<file path="src/rtl/uart_fifo_ctrl_if.sv">
// Byte stream bundle between the UART FIFO controller and its producer/consumer.
// The slave modport is the controller side: it takes upstream strobes and the
// downstream ready, and presents the registered head-of-FIFO word.
interface uart_fifo_ctrl_if #(
   parameter int unsigned WIDTH_MEM = 8
);
   logic                 in_valid;
   logic [WIDTH_MEM-1:0] in_data;
   logic                 out_valid;
   logic                 out_ready;
   logic [WIDTH_MEM-1:0] out_data;

   modport master (
      output in_valid,
      output in_data,
      output out_ready,
      input  out_valid,
      input  out_data
   );

   modport slave (
      input  in_valid,
      input  in_data,
      input  out_ready,
      output out_valid,
      output out_data
   );
endinterface

</file>
<file path="src/rtl/uart_fifo_ctrl.sv">
// Pointer/handshake controller wrapping an external synchronous dual-port RAM as a
// byte FIFO. Upstream has no backpressure: words arriving while the RAM is full are
// dropped and flagged in a sticky overflow bit. The RAM's one-cycle read latency is
// absorbed by a FETCH state that loads a registered output stage.
module uart_fifo_ctrl #(
   parameter int unsigned WIDTH_MEM = 8,
   parameter int unsigned DEPTH_MEM = 16,
   localparam int unsigned ADDR_W   = $clog2(DEPTH_MEM)
) (
   input  logic                 clk,
   input  logic                 rst_n,
   uart_fifo_ctrl_if.slave      bus,
   input  logic                 clr_overflow,
   output logic [ADDR_W:0]      count,
   output logic                 full,
   output logic                 empty,
   output logic                 overflow,
   output logic                 mem_wr_enable,
   output logic [ADDR_W-1:0]    mem_wr_address,
   output logic [WIDTH_MEM-1:0] mem_wr_data,
   output logic                 mem_rd_enable,
   output logic [ADDR_W-1:0]    mem_rd_address,
   input  logic [WIDTH_MEM-1:0] mem_rd_data
);
   localparam int unsigned PTR_W = ADDR_W + 1;

   typedef enum logic {StIdle, StFetch} state_e;

   state_e               state_q, state_d;
   logic [PTR_W-1:0]     wr_ptr_q, rd_ptr_q, ram_used;
   logic                 ram_nonempty, fetch, wr_en;
   logic                 out_valid_q;
   logic [WIDTH_MEM-1:0] out_data_q;
   logic                 overflow_q, overflow_d;
   logic                 in_fetch;

   // Extra pointer bit distinguishes full from empty when the addresses coincide.
   assign ram_used     = wr_ptr_q - rd_ptr_q;
   assign full         = (ram_used == PTR_W'(DEPTH_MEM));
   assign ram_nonempty = (ram_used != '0);
   assign in_fetch     = (state_q == StFetch);

   // A write and a fetch can never hit the same address: that needs empty or full.
   assign wr_en          = bus.in_valid && !full;
   assign mem_wr_enable  = wr_en;
   assign mem_wr_address = wr_ptr_q[ADDR_W-1:0];
   assign mem_wr_data    = bus.in_data;
   assign mem_rd_enable  = fetch;
   assign mem_rd_address = rd_ptr_q[ADDR_W-1:0];

   // Occupancy includes the word in flight from the RAM and the output register.
   assign count    = ram_used + {{ADDR_W{1'b0}}, in_fetch} + {{ADDR_W{1'b0}}, out_valid_q};
   assign empty    = (count == '0);
   assign overflow = overflow_q;

   assign bus.out_valid = out_valid_q;
   assign bus.out_data  = out_data_q;

   // Fetch issue: only when the output register is free (or emptying) this cycle.
   always_comb begin
      fetch   = 1'b0;
      state_d = StIdle;
      if (ram_nonempty && !in_fetch && (!out_valid_q || bus.out_ready)) begin
         fetch   = 1'b1;
         state_d = StFetch;
      end
   end

   // Sticky overflow; a drop in the same cycle wins over a clear.
   always_comb begin
      overflow_d = overflow_q;
      if (bus.in_valid && full) begin
         overflow_d = 1'b1;
      end else if (clr_overflow) begin
         overflow_d = 1'b0;
      end
   end

   // FSM state, pointers and overflow flag.
   always_ff @(posedge clk or negedge rst_n) begin
      if (!rst_n) begin
         state_q    <= StIdle;
         wr_ptr_q   <= '0;
         rd_ptr_q   <= '0;
         overflow_q <= 1'b0;
      end else begin
         state_q    <= state_d;
         overflow_q <= overflow_d;
         if (wr_en) begin
            wr_ptr_q <= wr_ptr_q + PTR_W'(1);
         end
         if (fetch) begin
            rd_ptr_q <= rd_ptr_q + PTR_W'(1);
         end
      end
   end

   // Output stage: capture RAM data in FETCH, release on a downstream transfer.
   always_ff @(posedge clk or negedge rst_n) begin
      if (!rst_n) begin
         out_valid_q <= 1'b0;
         out_data_q  <= '0;
      end else if (in_fetch) begin
         out_valid_q <= 1'b1;
         out_data_q  <= mem_rd_data;
      end else if (out_valid_q && bus.out_ready) begin
         out_valid_q <= 1'b0;
      end
   end
endmodule

</file>
<file path="src/flat_wrapper.sv">
// flat-port wrapper written by rule: the top's interface ports become plain ports
module uart_fifo_ctrl_flat 
#(
   parameter int unsigned WIDTH_MEM = 8,
   parameter int unsigned DEPTH_MEM = 16,
   localparam int unsigned ADDR_W   = $clog2(DEPTH_MEM)
)
  (clk, rst_n, clr_overflow, count, full, empty, overflow, mem_wr_enable, mem_wr_address, mem_wr_data, mem_rd_enable, mem_rd_address, mem_rd_data, bus_in_valid, bus_in_data, bus_out_ready, bus_out_valid, bus_out_data);
  uart_fifo_ctrl_if #(.WIDTH_MEM(WIDTH_MEM)) bus_i ();
  input  logic clk;
  input  logic rst_n;
  input  logic clr_overflow;
  output logic [ADDR_W:0] count;
  output logic full;
  output logic empty;
  output logic overflow;
  output logic mem_wr_enable;
  output logic [ADDR_W-1:0] mem_wr_address;
  output logic [WIDTH_MEM-1:0] mem_wr_data;
  output logic mem_rd_enable;
  output logic [ADDR_W-1:0] mem_rd_address;
  input  logic [WIDTH_MEM-1:0] mem_rd_data;
  input wire logic [$bits(bus_i.in_valid)-1:0] bus_in_valid;
  input wire logic [$bits(bus_i.in_data)-1:0] bus_in_data;
  input wire logic [$bits(bus_i.out_ready)-1:0] bus_out_ready;
  output wire logic [$bits(bus_i.out_valid)-1:0] bus_out_valid;
  output wire logic [$bits(bus_i.out_data)-1:0] bus_out_data;
  assign bus_i.in_valid = bus_in_valid;
  assign bus_i.in_data = bus_in_data;
  assign bus_i.out_ready = bus_out_ready;
  assign bus_out_valid = bus_i.out_valid;
  assign bus_out_data = bus_i.out_data;
  uart_fifo_ctrl #(.WIDTH_MEM(WIDTH_MEM), .DEPTH_MEM(DEPTH_MEM)) u_core (.clk(clk), .rst_n(rst_n), .bus(bus_i), .clr_overflow(clr_overflow), .count(count), .full(full), .empty(empty), .overflow(overflow), .mem_wr_enable(mem_wr_enable), .mem_wr_address(mem_wr_address), .mem_wr_data(mem_wr_data), .mem_rd_enable(mem_rd_enable), .mem_rd_address(mem_rd_address), .mem_rd_data(mem_rd_data));
endmodule
</file>
<file path="config.mk">
export PLATFORM = sky130hd
export DESIGN_NAME = uart_fifo_ctrl_flat
export DESIGN_NICKNAME = d
export VERILOG_FILES = /design/src/rtl/uart_fifo_ctrl_if.sv /design/src/rtl/uart_fifo_ctrl.sv /design/src/flat_wrapper.sv
export SDC_FILE = /design/constraint.sdc
export NUM_CORES = 1
export LEC_CHECK = 0
export BUFFER_PORTS_ARGS = -buffer_cell sky130_fd_sc_hd__buf_2
export CAP_MARGIN = 10
export CORE_MARGIN = 8
export CORE_UTILIZATION = 25
export DETAILED_ROUTE_END_ITERATION = 7
export GPL_TIMING_DRIVEN = 0
export SYNTH_ARGS = -nofsm -noshare
export SYNTH_HDL_FRONTEND = slang
export SYNTH_SLANG_ARGS = --single-unit
</file>
<file path="constraint.sdc">
create_clock -name clk -period 2.2 [get_ports clk]
set_input_delay 0.44 -clock clk [delete_from_list [all_inputs] [get_ports clk]]
set_output_delay 0.44 -clock clk [all_outputs]
set_load 0.02 [all_outputs]
</file>
==> results.toml <==
[outcome]
outcome = "finished, violations left"
violations = "setup timing"

[worst_setup_path]
cp_cell_sequence = "ha_4 > inv_2 > fa_2 > ha_4 > buf_6 > xor2_4 > nor4_4 > buf_4"
reg2reg_to = "u_core.rd_ptr_q[1]"
cp_slowest_cell = "fa_2"
criticalPathCategory = "reg -> out"
end_kind = "output pin"
reg2reg_depth = 10
crit_buf_inv = 3
worstSetupStartpoint = "u_core.rd_ptr_q[0]"
rr_startpoint = "u_core.rd_ptr_q[0]"
critPathMaxFanout = 2
cpMostUsedCell = "ha_4"
cp.arrival_ns = 2.26
cp_top_family = "adder cells"
start_kind = "register"
r2r_slack_ns = -0.14
worstPathRequired_ns = 1.76
cpPeakStageDelay_ns = 0.45

[routing]
drt_pass1_iterations = 2
wl_per_cell_um = 12.3
drt-vias-per-instance = 4.01
first_iter_violations = 2
drc = 0
antenna_left = 0
vias = 1018
wirelength_um = 3120

[final_layout]
fin_util_pct = 41.0
fin_nets = 215
area_delta_synth_final_pct = 59.7
drive_gt1_share_pct = 71.7
insertedDiodeCount = 0

[clock_network]
htreeDepth = 1
cts_tree = "done"
cts_buffers = 3
cts-root-buf = "clkbuf_8"
path_clk_slew_ns = 0.08
clock_latency_ns = 0.26
cts_hold_buf = 0
cts.sinks = 21
cts_buffer_depth = 2

[synthesis]
syn_area_um2 = 1300
ys_top_cells_by_count = "dfrtp_1, buf_4, inv_1"
synth_area_leaders = "dfrtp_1, buf_4, mux2_2"
syn_avg_cell_area_um2 = 10.9
ys_warn_count = 0
ys_types = 29
yosysMostFrequentCell = "dfrtp_1"
synth-edff-count = 0
synth_area_leader_cell = "dfrtp_1"
synth-seq-cells = 21
syn_inst = 119
synth-async-reset-ratio_pct = 100
yosysTopAreaCellShare_pct = 40.4
yosysSeqAreaShare_pct = 40.4
synth_ff_type = "dfrtp_1"
syn-num-nets = 149

[place]
globalplace.congestion = 0.750
pre_cts_slack_ns = -0.470
port_buffers = 47
place_hpwl_um = 2390

[global_route]
grt_pass1_vias = 1181
grt_antenna_before_repair = 0
grt_overflow_total = 0
grt_pass1_wl_um = 5200
grt_max_degree = 22
track_usage_pct = 8.28

[sta]
clock_skew_ns = 0.00243
worst_pin_slew_ns = 0.466
finalCritPeriodShare_pct = 123
hold_viol = 0
slew_violations = 0
slew_headroom_pct = 69.0
layout_setup_ws_ns = -0.503
hold_ws_ns = 0.123
rsz0062_at_grt = "true"
fmax_mhz = 370
min_period_ns = 2.70
setup-violations-final = 13

[floorplan]
num_io_pins = 56
die_area_um2 = 7770
die_h_um = 88.1
fp.dieW_um = 88.1
coreArea_um2 = 5070
initial_core_util_pct = 25.6
row_count = 26

[min_path]
min-delay-path-class = "in -> async"

[job]
cap_violations = 0
worst register-to-register path: stages (launching register included):
cell	delay [ns]
dfrtp_2	0.43
ha_4	0.16
inv_2	0.05
fa_2	0.45
buf_4	0.17
nor3b_2	0.21
buf_4	0.16
o221ai_4	0.10
nand2_2	0.12
buf_6	0.11
mux2_4	0.29
worst max path at each step:
stage | slack [ns] | to | cells after the start
final | -0.50 | empty | 8
after global routing | -0.60 | empty | 8
after CTS | -0.57 | count[4] | 9
after detailed placement | -0.47 | empty | 8
after global placement | -0.44 | empty | 8
after floorplan | -0.29 | empty | 9
kinds of logic (layout without fill, tap and decap cells):
kind of cell             Yosys count  after routing  synth area share [%]
adder cells (fa/ha/maj)            9              9                  9.81
AND/OR/NAND/NOR                   26             26                  12.4
XOR/XNOR                          14             14                  9.42
buffers and inverters             30             95                  13.3
AO/OA/AOI/OAI                      9              9                  5.77
multiplexers                      10             10                  8.94
flip-flops                        21             21                  40.4
cell usage in the layout, fill, tap and decap left out, drive strengths merged:
cell      netlist  final
o221a           1      1
xor2            6      6
nor2            4      4
ha              7      7
a21boi          1      1
o21ai           1      1
a21oi           4      4
mux2           10     10
nand2           3      3
xnor2           8      8
o21a            1      1
clkinvlp        0      1
and3b           1      1
nand2b          2      2
buf            16     78
nand3           5      5
nor4            1      1
nand4           2      2
nor3            1      1
and3            4      4
nor3b           1      1
o221ai          1      1
dfrtp          21     21
fa              2      2
inv            13     13
clkbuf          1      3
nand3b          2      2
sequential cells by signal (all words and copies together), names as in the netlist:
signal and flops:
u_core.bus.out_data 8, u_core.rd_ptr_q 5, u_core.wr_ptr_q 5, u_core.bus.out_valid 1
u_core.in_fetch 1, u_core.overflow 1
per-layer routing:
metal	share of wire (%)	vias to the layer above	global-route usage, %
met2	51	34	14.3
li1	-	508	-
met5	0	-	0
met3	5.6	2	2.16
met1	43	474	9.82
met4	0.48	0	2.30
metrics by stage:
step,area [um2],setup TNS [ns],std cells
6_report,2080,-3.37,254
5_1_grt,2080,-4.97,254
4_1_cts,1980,-4.11,252
3_5_place_dp,1710,-2.77,236
3_3_place_gp,1710,-2.70,236
2_1_floorplan,1390,-0.988,119
timing repair:
| action | 4_1_cts | 5_1_grt |
|---|---|---|
| pin swaps | 7 | 6 |
| endpoints found under the setup margin | 12 | 20 |
| gates cloned | 0 | 0 |
| gates resized for setup | 31 | 25 |
| buffers inserted | 13 | 4 |
final cells by class:
| class | count | area, um2 |
|---|---|---|
| fillers | 524 | 3000 |
| multi-input cells | 68 | 821 |
| flip-flops and latches | 21 | 528 |
| repair buffers | 62 | 424 |
| plain buffers | 16 | 120 |
| well taps | 70 | 87.6 |
| inverters | 13 | 48.8 |
| clock buffers | 3 | 41.3 |
| clock inverters | 1 | 7.51 |
Power is not shown: default switching activity piles up to over one toggle a cycle in this logic, so the estimate is an artifact.
